### src/rtl/p1v_resgen_pkg.sv
// Shared encodings for the P1V board-level reset generator: reset causes and FSM states.
package p1v_resgen_pkg;

  localparam logic [1:0] CAUSE_POR = 2'd0;
  localparam logic [1:0] CAUSE_BTN = 2'd1;
  localparam logic [1:0] CAUSE_SW  = 2'd2;
  localparam logic [1:0] CAUSE_WDT = 2'd3;

  typedef enum logic [1:0] {
    ST_HOLD     = 2'd0,
    ST_RUN      = 2'd1,
    ST_BTN_WAIT = 2'd2
  } state_t;

endpackage

### src/rtl/p1v_debounce.sv
// Pushbutton conditioner: two-flop synchronizer followed by a stability counter.
// The output follows the synchronized level only after it has differed for DEBOUNCE_CYCLES cycles in a row.
module p1v_debounce #(
  parameter int DEBOUNCE_CYCLES = 160_000
)(
  input  logic clk,
  input  logic res,
  input  logic din,
  output logic dout
);

  localparam int DW = $clog2(DEBOUNCE_CYCLES + 1);

  logic          sync1;
  logic          sync2;
  logic [DW-1:0] cnt;

  // Any cycle where the synchronized level agrees with the output restarts the count.
  always_ff @(posedge clk) begin
    if (res) begin
      sync1 <= 1'b1;
      sync2 <= 1'b1;
      cnt   <= '0;
      dout  <= 1'b1;
    end else begin
      sync1 <= din;
      sync2 <= sync1;
      if (sync2 == dout) begin
        cnt <= '0;
      end else if (cnt == DW'(DEBOUNCE_CYCLES - 1)) begin
        dout <= sync2;
        cnt  <= '0;
      end else begin
        cnt <= cnt + 1'b1;
      end
    end
  end

endmodule

### src/rtl/p1v_resgen.sv
// Board-level reset generator producing the active-low P1V core reset from POR, button, software and watchdog.
// Optional watchdog is built only when P1V_RESGEN_WDT_EN is defined.
module p1v_resgen
  import p1v_resgen_pkg::*;
#(
  parameter int CNT_W           = 24,
  parameter int HOLD_CYCLES     = 16_000_000,
  parameter int DEBOUNCE_CYCLES = 160_000,
  parameter int WDT_CYCLES      = 16_000_000
)(
  input  logic       clk,
  input  logic       res,
  input  logic       btn_n,
  input  logic       sw_res,
  input  logic       wdt_en,
  input  logic       wdt_kick,
  output logic       resn,
  output logic [1:0] cause,
  output logic [7:0] res_count,
  output logic       busy
);

  state_t           state;
  logic [CNT_W-1:0] hold_cnt;
  logic             sw_prev;
  logic             btn_db;
  logic             wdt_expired;
  logic             sw_edge;

  p1v_debounce #(
    .DEBOUNCE_CYCLES(DEBOUNCE_CYCLES)
  ) u_debounce (
    .clk (clk),
    .res (res),
    .din (btn_n),
    .dout(btn_db)
  );

  assign sw_edge = sw_res & ~sw_prev;

`ifdef P1V_RESGEN_WDT_EN
  logic [CNT_W-1:0] wdt_cnt;

  always_ff @(posedge clk) begin
    if (res) begin
      wdt_cnt <= '0;
    end else if (state != ST_RUN || !wdt_en || wdt_kick || wdt_expired) begin
      wdt_cnt <= '0;
    end else begin
      wdt_cnt <= wdt_cnt + 1'b1;
    end
  end

  assign wdt_expired = (wdt_cnt == CNT_W'(WDT_CYCLES - 1));
`else
  logic wdt_unused;
  assign wdt_unused  = wdt_en | wdt_kick | (WDT_CYCLES == 0);
  assign wdt_expired = 1'b0;
`endif

  // sw_prev keeps tracking in every state so a request held across a reset cannot retrigger.
  always_ff @(posedge clk) begin
    if (res) begin
      state     <= ST_HOLD;
      hold_cnt  <= '0;
      resn      <= 1'b0;
      cause     <= CAUSE_POR;
      res_count <= 8'd0;
      busy      <= 1'b1;
      sw_prev   <= 1'b1;
    end else begin
      sw_prev <= sw_res;
      unique case (state)
        ST_HOLD: begin
          if (!btn_db) begin
            state    <= ST_BTN_WAIT;
            hold_cnt <= '0;
            cause    <= CAUSE_BTN;
          end else if (hold_cnt == CNT_W'(HOLD_CYCLES - 1)) begin
            state    <= ST_RUN;
            hold_cnt <= '0;
            resn     <= 1'b1;
            busy     <= 1'b0;
          end else begin
            hold_cnt <= hold_cnt + 1'b1;
          end
        end
        ST_BTN_WAIT: begin
          hold_cnt <= '0;
          if (btn_db) begin
            state <= ST_HOLD;
          end
        end
        ST_RUN: begin
          if (!btn_db || wdt_expired || sw_edge) begin
            hold_cnt <= '0;
            resn     <= 1'b0;
            busy     <= 1'b1;
            if (res_count != 8'hFF) begin
              res_count <= res_count + 8'd1;
            end
            if (!btn_db) begin
              state <= ST_BTN_WAIT;
              cause <= CAUSE_BTN;
            end else if (wdt_expired) begin
              state <= ST_HOLD;
              cause <= CAUSE_WDT;
            end else begin
              state <= ST_HOLD;
              cause <= CAUSE_SW;
            end
          end
        end
        default: begin
          state    <= ST_HOLD;
          hold_cnt <= '0;
          resn     <= 1'b0;
          busy     <= 1'b1;
        end
      endcase
    end
  end

endmodule

### config.mk
export PLATFORM = sky130hd
export DESIGN_NAME = p1v_resgen
export DESIGN_NICKNAME = d
export VERILOG_FILES = /design/src/rtl/p1v_resgen_pkg.sv /design/src/rtl/p1v_debounce.sv /design/src/rtl/p1v_resgen.sv
export SDC_FILE = /design/constraint.sdc
export NUM_CORES = 1
export LEC_CHECK = 0
export ABC_AREA = 0
export BUFFER_PORTS_ARGS = -buffer_cell sky130_fd_sc_hd__buf_2
export CELL_PAD_IN_SITES_DETAIL_PLACEMENT = 2
export CELL_PAD_IN_SITES_GLOBAL_PLACEMENT = 2
export CORE_AREA = 2 2 87 89
export DETAILED_ROUTE_END_ITERATION = 16
export DIE_AREA = 0 0 89 91
export PLACE_DENSITY_LB_ADDON = 0.2
export SKIP_LAST_GASP = 1
export SYNTH_ARGS = -nofsm -noshare
export SYNTH_HDL_FRONTEND = slang
export SYNTH_SLANG_ARGS = --single-unit
### constraint.sdc
create_clock -name clk -period 5.1 [get_ports clk]
set_input_delay 0.765 -clock clk [delete_from_list [all_inputs] [get_ports clk]]
set_output_delay 0.765 -clock clk [all_outputs]
set_load 0.005 [all_outputs]
---- Word level (Yosys, flattened, before mapping) ----
Cells that the tools add are included.
operators by class
  shifts and indexed selects .............. 0
  eq/ne operators ......................... 12
  reductions and logical operators ........ 10
  mux-type cells .......................... 22
  add/subtract/negate cells ............... 3
  divide/modulo/power cells ............... 0
  $lt $le $gt $ge ......................... 0
  $mul .................................... 0
  bitwise gates (word level) .............. 4
operators by type and width
  cell                     count
  $mux W24                 3
  $pmux W24 S2             1
  $add A24 B1 Y24 const B  1
  $eq A24 B24 Y1 const B   1
  $add A18 B1 Y18 const B  1
  $eq A18 B18 Y1 const B   1
  $mux W2                  8
  $reduce_and A3 Y1        3
  $add A8 B1 Y8 const B    1
  $ne A8 B8 Y1 const B     1
  $mux W1                  6
  $ne A2 B2 Y1 const B     3
  $pmux W1 S3              2
  $pmux W2 S3              1
  $ne A2 B1 Y1 const B     2
  $pmux W2 S2              1
  $reduce_and A4 Y1        1
  $ne A3 B3 Y1 const B     1
  $not A1 Y1               3
  $reduce_or A3 Y1         1
  $eq A2 B1 Y1 const B     1
  $eq A2 B2 Y1 const B     1
  $logic_not A2 Y1         1
  $reduce_and A2 Y1        1
  other kinds (5)          5
storage, ports and cells
  ROM bits ................................ 0
  logic and storage cells ................. 62
  bits of input ports ..................... 6
  register bits after elaboration ......... 60
  memories kept ........................... 0
  output and inout bits ................... 12
  latch bits .............................. 0
  RAM bits ................................ 0

---- Logic depth before layout (Yosys ltp) ----
Gate-level depths: netlist of the first run.
  word-level depth ........................ 5
  depth in mapped cells ................... 7
  mapped depth without buffers ............ 5

---- By module ----
A second synthesis of the first run with hierarchy kept.
unflattened totals
  cells, all modules ...................... 317
  area total of the unflattened synthesis .. 2931.6 um2
by module, submodules not included
  module        area an instance (um2)  cells an instance  sequential area each (um2)  instances
  p1v_resgen    2006.9                  215                780.7                       1
  p1v_debounce  924.6                   102                420.4                       1

---- Least setup slack after synthesis of the first run ----
No wires, ideal clock.
  kind .................................... input to register
  start ................................... input sw_res
  end ..................................... register res_count[4]
  data arrival time ....................... 2022 ps
  stages on the path ...................... 6
  required time ........................... 5030 ps
  library setup time ...................... 70 ps
  path buffers ............................ 2
  setup slack ............................. 3007 ps
  cells stage by stage .................... nor2b_1 -> clkbuf_1 -> o221ai_1 -> buf_2 -> or3_1 -> a21oi_1
between the ends
  cells in the longest elaborated chain, start to end .. 3
ends and longest elaborated chain
  element                      line               text
  start: declaration           p1v_resgen.sv:14   input logic sw_res,
  $and A1 B1 Y1                p1v_resgen.sv:39   assign sw_edge = sw_res & ~sw_prev;
  $logic_or A1 B1 Y1           p1v_resgen.sv:95   if (!btn_db || wdt_expired || sw_edge) begin
  $reduce_and A3 Y1 (no line)  --
  end signal: assignment       p1v_resgen.sv:100  res_count <= res_count + 8'd1;
  end: declaration             p1v_resgen.sv:19   output logic [7:0] res_count,
No other way between the ends.
A chain may end at the register's enable or synchronous reset.

---- Final worst setup path of the first run ----
  start ................................... register state[0]
  end ..................................... register res_count[6]
between the ends
  cells in the longest elaborated chain, start to end .. 2
ends and longest elaborated chain
  element                      line              text
  start: declaration           p1v_resgen.sv:23  state_t state;
  start signal: assignment     p1v_resgen.sv:64  state <= ST_HOLD;
  start signal: assignment     p1v_resgen.sv:76  state <= ST_BTN_WAIT;
  start signal: assignment     p1v_resgen.sv:80  state <= ST_RUN;
  $eq A2 B1 Y1                 p1v_resgen.sv:73  unique case (state)
  $reduce_and A3 Y1 (no line)  --
No other way between the ends.

==> impl_metrics.toml, run 1 <==
[clock_network]
clk_latency_ps = 340
cts_root_buffer = "clkbuf_8"
path_clk_slew_ps = 70
cts_tree = "yes"
post_cts_buffers = 0
cts.sinks = 60
cts_resized = 0
hold_buffers = 0
h-tree-depth = 3
cts_buffer_depth = 2
cts_made_buffers = 9

[floorplanning]
dieWidth_um = 89
fp.dieH_um = 91
dieArea_um2 = 8100
io_pins = 18
start_util = 0.394
rows = 31
core_area_um2 = 7140

[global_routing]
grtUsageTotal = 0.195
grt.overflow.total = 0
grt_pass1_vias = 2614
antenna_found_initial = 0
grt_max_degree = 25
grt_pass1_wl_mm = 12.5

[power]
report.power.total_mw = 0.933
net-switching-power_mw = 0.215
peakVddDrop_uv = 197
cell_internal_pwr_mw = 0.718
power_density_nw_per_um2 = 295
clkPwrFrac = 0.471
leakage_nw = 0.994
seqPwrFrac = 0.509
sw_frac_of_total = 0.231
p_comb_frac = 0.020

[critical_path]
r2r_slack_ps = 2830
worstSetupStartpointType = "register"
crit_type = "register to register"
cp-end-kind = "register"
rr_worst_depth = 4
r2r-start = "state[0]$_SDFFE_PP0P_"
critical_path_required_ps = 5360
r2r_end = "res_count[6]$_SDFFE_PP0P_"
cp.arrival_ps = 2540
crit_path_max_fanout = 14

[placement]
post-dp-hpwl_mm = 4.91
port_buffers = 15
gp_congestion = 0.697
dp.cells = 424

[sta]
setup_viol = 0
relSlewSlack = 0.203
final.setup_skew_ps = 6.95
fin_crit_sh = 0.446
slew_violations = 0
worst_slew_pin_slew_ps = 1190
setup-tns-final_ps = 0
maxClockFrequency_ghz = 0.440
grt_setup_unrepaired = "false"
hold_violations = 0
fin_crit_ps = 2270

[routing]
post-route-drc-count = 0
drt-total-wl_mm = 7.28
drt_iter0_drc = 38
vias = 2506
firstDrtPassIters = 4
ant_nets = 0
drt-wirelength-per-cell_um = 16.6
viasPerCell = 5.70

[flow_run]
max_cap_viol_count = 0

[synth]
yosysMostFrequentCell = "dfxtp_1"
synth_edf_count = 0
synth_common_cells = "dfxtp_1, a21oi_1, nor2_1"
synth_largest_area_cell = "dfxtp_1"
yosys_warnings = 0
syn_area_per_cell_um2 = 8.73
synthCells = 322
syn_area_um2 = 2810
seq_area_frac_synth = 0.427
synth-async-reset-ratio = 0
synthTopCellsByArea = "dfxtp_1, o31ai_1, a21oi_1"
synth.top_cell.area_share = 0.427
ys_seq_elements = 60
ys_types = 49
synth.net_count = 331
synthFlopType = "dfxtp_1"

[layout]
layout.nets = 345
area_delta_synth_final_pct = 12.6
antennaDiodeCount = 0
final_cells = 440
drive_above_1_share = 0.132

[hold_path]
hold_path_depth = 1
hold_path_class = "register to register"
holdPathEnd = "u_debounce.sync2$_SDFF_PP1_"
hold_path_startpoint = "u_debounce.sync1$_SDFF_PP1_"

[run_status]
status = "finished clean"
-- how the worst max path moves through the flow --
stage               cells after the start                        end             startpoint  slack [ps]
CTS                                     4  res_count[7]$_SDFFE_PP0P_  state[0]$_SDFFE_PP0P_        2800
detailed placement                      6   hold_cnt[1]$_SDFFE_PP0P_                 sw_res        2530
global placement                        6   hold_cnt[1]$_SDFFE_PP0P_                 sw_res        2580
floorplan                               6  res_count[4]$_SDFFE_PP0P_                 sw_res        3010
global route                            4  res_count[6]$_SDFFE_PP0P_  state[0]$_SDFFE_PP0P_        2580
finish                                  4  res_count[6]$_SDFFE_PP0P_  state[0]$_SDFFE_PP0P_        2830
-- registers in the layout (all words and copies together) (netlist names) --
register and count:
cause 2, sw_prev 1, state 2, u_debounce.cnt 18, resn 1, hold_cnt 24, u_debounce.dout 1, busy 1
u_debounce.sync2 1, u_debounce.sync1 1, res_count 8
-- cells in the final DEF (no fill, tap or decap), types with 3 or more instances in the layout --
master,count
a21oi_1,29
or3_1,9
nor4_1,4
nor3_1,6
xor2_1,9
nand4_1,11
and3_1,5
o21ai_0,10
ha_1,3
xnor2_1,10
buf_4,3
nand3_1,19
or2_2,4
clkinvlp_4,3
or4_1,16
clkbuf_8,10
nor2_1,27
inv_1,3
nand2_1,20
dfxtp_1,60
and4_1,6
nand2b_1,4
o31ai_1,20
buf_2,15
-- power groups by stage --
stage / clock network, mW / logic, mW / registers [mW]
6_report: 0.439 / 0.0186 / 0.475
5_1_grt: 0.475 / 0.0212 / 0.476
4_1_cts: 0.453 / 0.0191 / 0.475
3_5_place_dp: 0 / 0.0188 / 0.486
3_3_place_gp: 0 / 0.0183 / 0.485
2_1_floorplan: 0 / 0.0128 / 0.485
-- area by class of cell --
cell class	count	area, um2
clock buffers	11	141
flip-flops and latches	60	1200
inverters	3	11.3
repair buffers	18	97.6
well taps	99	124
clock inverters	5	61.3
multi-input cells	244	1530
fillers	813	3970
-- layer usage --
metal	routed length [um]	track usage
met1	3320	0.231
met2	3650	0.334
met3	167	0.0500
met4	142	0.0734
met5	0	0
-- logic make-up after synthesis --
family / Yosys count / share of synthesized area
xor gates and xnor gates: 19 / 0.0592
adders and majority gates: 3 / 0.0134
buffers and inverters: 18 / 0.0289
and+or+nand+nor: 145 / 0.295
AOI/OAI and AO/OA: 75 / 0.169
muxes: 2 / 0.00712
DFF: 60 / 0.427
-- worst max-delay path, cell delays in order, from the launching register on --
cell,delay [ps]
dfxtp_1,440
nor2b_1,400
o221ai_1,560
or4_1,590
a21oi_1,200
-- metrics by stage --
stage	setup WS, ps	hold slack [ps]	area, um2	utilization
2_1_floorplan	3010	389	2810	-
3_3_place_gp	2580	399	2960	0.415
3_5_place_dp	2530	402	2960	0.415
4_1_cts	2800	423	3170	0.444
5_1_grt	2580	454	3170	0.444
6_report	2830	418	3170	0.444
(Power assumes the default switching activity.)
==> run 2: changes to the inputs <==
CORE_AREA = 2 2 91 93   (was 2 2 87 89)
DIE_AREA = 0 0 93 95   (was 0 0 89 91)
clock period = 2.2 ns   (was 5.1 ns; I/O delays follow)
==> run 2 against run 1 <==
Non-clock buffer count rose by 8. Clock power rose by 120%. Utilization fell by 3.8 points. Critical path depth rose by 1. Critical path type unchanged. Highest routed layer unchanged. First-iteration DRC count rose by 53%. Combinational power rose to 2.5 times the previous value. Sequential cell count did not move. Count of clock-buffer cells in the layout did not move. Sequential power rose by 130%.
==> impl_metrics.toml, run 2 (synthesized netlist as in run 1, its figures left out) <==
[power]
seqPwrFrac = 0.522
leakage_nw = 1.04
p_comb_frac = 0.022
power_density_nw_per_um2 = 656
net-switching-power_mw = 0.479
sw_frac_of_total = 0.227
peakVddDrop_uv = 323
clkPwrFrac = 0.455
cell_internal_pwr_mw = 1.63

[clock_network]
cts_buffer_depth = 2
path_clk_slew_ps = 60
clk_latency_ps = 340
cts_resized = 0
h-tree-depth = 3
cts_made_buffers = 9
cts_tree = "yes"
post_cts_buffers = 0
hold_buffers = 0
cts.sinks = 60
cts_root_buffer = "clkbuf_8"

[critical_path]
r2r_end = "hold_cnt[14]$_SDFFE_PP0P_"
slowest_stage = "or4_1"
crit_family = "simple AND/OR/NAND/NOR gates"
r2r_slack_ps = 190
crit_type = "register to register"
crit_path_max_fanout = 14
max_stage_delay_ps = 550
cp.arrival_ps = 2270
crit_start = "hold_cnt[0]$_SDFFE_PP0P_"
crit_chain = "ha_1 > nand3_1 > or3_4 > or4_1 > a21oi_1"
critical_path_required_ps = 2460
cp.depth = 5
cp-end-kind = "register"
path_buf_inv = 0
r2r-start = "hold_cnt[0]$_SDFFE_PP0P_"
worstSetupStartpointType = "register"
rr_worst_depth = 5

[routing]
drt_iter0_drc = 58
met3_length_um = 142
wl_met2_mm = 3.91
firstDrtPassIters = 4
viasPerCell = 5.65
vias = 2563
met1_length_mm = 3.52
highest_layer = "met4"
ant_nets = 0
post-route-drc-count = 0
drt-total-wl_mm = 7.69
drt-wirelength-per-cell_um = 16.9

[placement]
port_buffers = 15
post-dp-hpwl_mm = 5.41
gp_congestion = 0.758

[floorplanning]
rows = 33
io_pins = 18
fp.dieH_um = 95
dieArea_um2 = 8840
core_area_um2 = 7930
dieWidth_um = 93
start_util = 0.355

[layout]
largest_registers = "hold_cnt: 24 flops, u_debounce.cnt: 18 flops, res_count: 8 flops"
final-seq-area_um2 = 1200
regMostFlops = "hold_cnt"
drive_above_1_share = 0.149
layout.nets = 353
nFillCells = 927
multi_input_area_um2 = 1530
largest_reg_flops = 24
area_delta_synth_final_pct = 14.3
utilization = 0.405
layout_commonest_cell = "dfxtp_1"
antennaDiodeCount = 0
layout_common_cells = "dfxtp_1, a21oi_1, nor2_1"

[global_routing]
grt_pass1_vias = 2659
grt_max_degree = 20
grtUsageTotal = 0.192
grt_pass1_wl_mm = 13.3
grt.overflow.total = 0
antenna_found_initial = 0

[flow_run]
max_cap_viol_count = 0

[sta]
slew_violations = 0
grt_setup_unrepaired = "false"
fin_crit_sh = 0.913
fin_crit_ps = 2010
relSlewSlack = 0.599
worst_slew_pin_slew_ps = 596
hold_violations = 0
setup_viol = 0
setup-tns-final_ps = 0
maxClockFrequency_ghz = 0.498
final.setup_skew_ps = 11.2

[hold_path]
holdPathEnd = "u_debounce.sync1$_SDFF_PP1_"
hold_path_startpoint = "btn_n"
hold_path_depth = 2
hold_path_class = "input pin to register"

[run_status]
status = "finished clean"
-- run 2: cell count changes in the layout (fill, tap and decap cells not counted), sizes merged --
cell | before | now
buf | 18 | 26
clkinv | 1 | 3
clkinvlp | 3 | 1
-- run 2: how the worst max path moves through the flow --
stage	slack (ps)	endpoint
after floorplan	380	hold_cnt[22]$_SDFFE_PP0P_
after global placement	340	hold_cnt[22]$_SDFFE_PP0P_
after detailed placement	230	hold_cnt[14]$_SDFFE_PP0P_
after CTS	170	hold_cnt[14]$_SDFFE_PP0P_
after global routing	70	hold_cnt[14]$_SDFFE_PP0P_
final	190	hold_cnt[14]$_SDFFE_PP0P_
-- run 2: area by class of cell --
| type | count | area share |
|---|---|---|
| multi-input cells | 244 | 0.476 |
| inverters | 3 | 0.00350 |
| well taps | 105 | 0.0409 |
| flip-flops and latches | 60 | 0.374 |
| clock inverters | 5 | 0.0163 |
| repair buffers | 26 | 0.0490 |
| clock buffers | 11 | 0.0409 |
-- run 2: layer usage --
metal	global-route usage	vias to the layer above
met5	0	-
met2	0.336	19
li1	-	1248
met4	0.0699	0
met3	0.0383	11
met1	0.234	1285
-- run 2: power by group through the flow --
stage               Clock, mW  Combinational (mW)  Sequential [mW]
global route             1.04              0.0543             1.10
CTS                     0.993              0.0485             1.10
global placement            0              0.0454             1.13
finish                  0.960              0.0473             1.10
detailed placement          0              0.0484             1.13
floorplan                   0              0.0296             1.12
-- run 2: per-stage QoR --
| stage | worst slack [ps] | hold WS, ps | instances | cell area (um2) | power [mW] |
|---|---|---|---|---|---|
| global placement | 338 | 401 | 438 | 3030 | 1.17 |
| floorplan | 378 | 389 | 322 | 2810 | 1.15 |
| finish | 192 | 174 | 454 | 3210 | 2.11 |
| global route | 70.5 | 168 | 454 | 3210 | 2.20 |
| CTS | 173 | 162 | 454 | 3210 | 2.14 |
| detailed placement | 228 | 404 | 438 | 3030 | 1.17 |
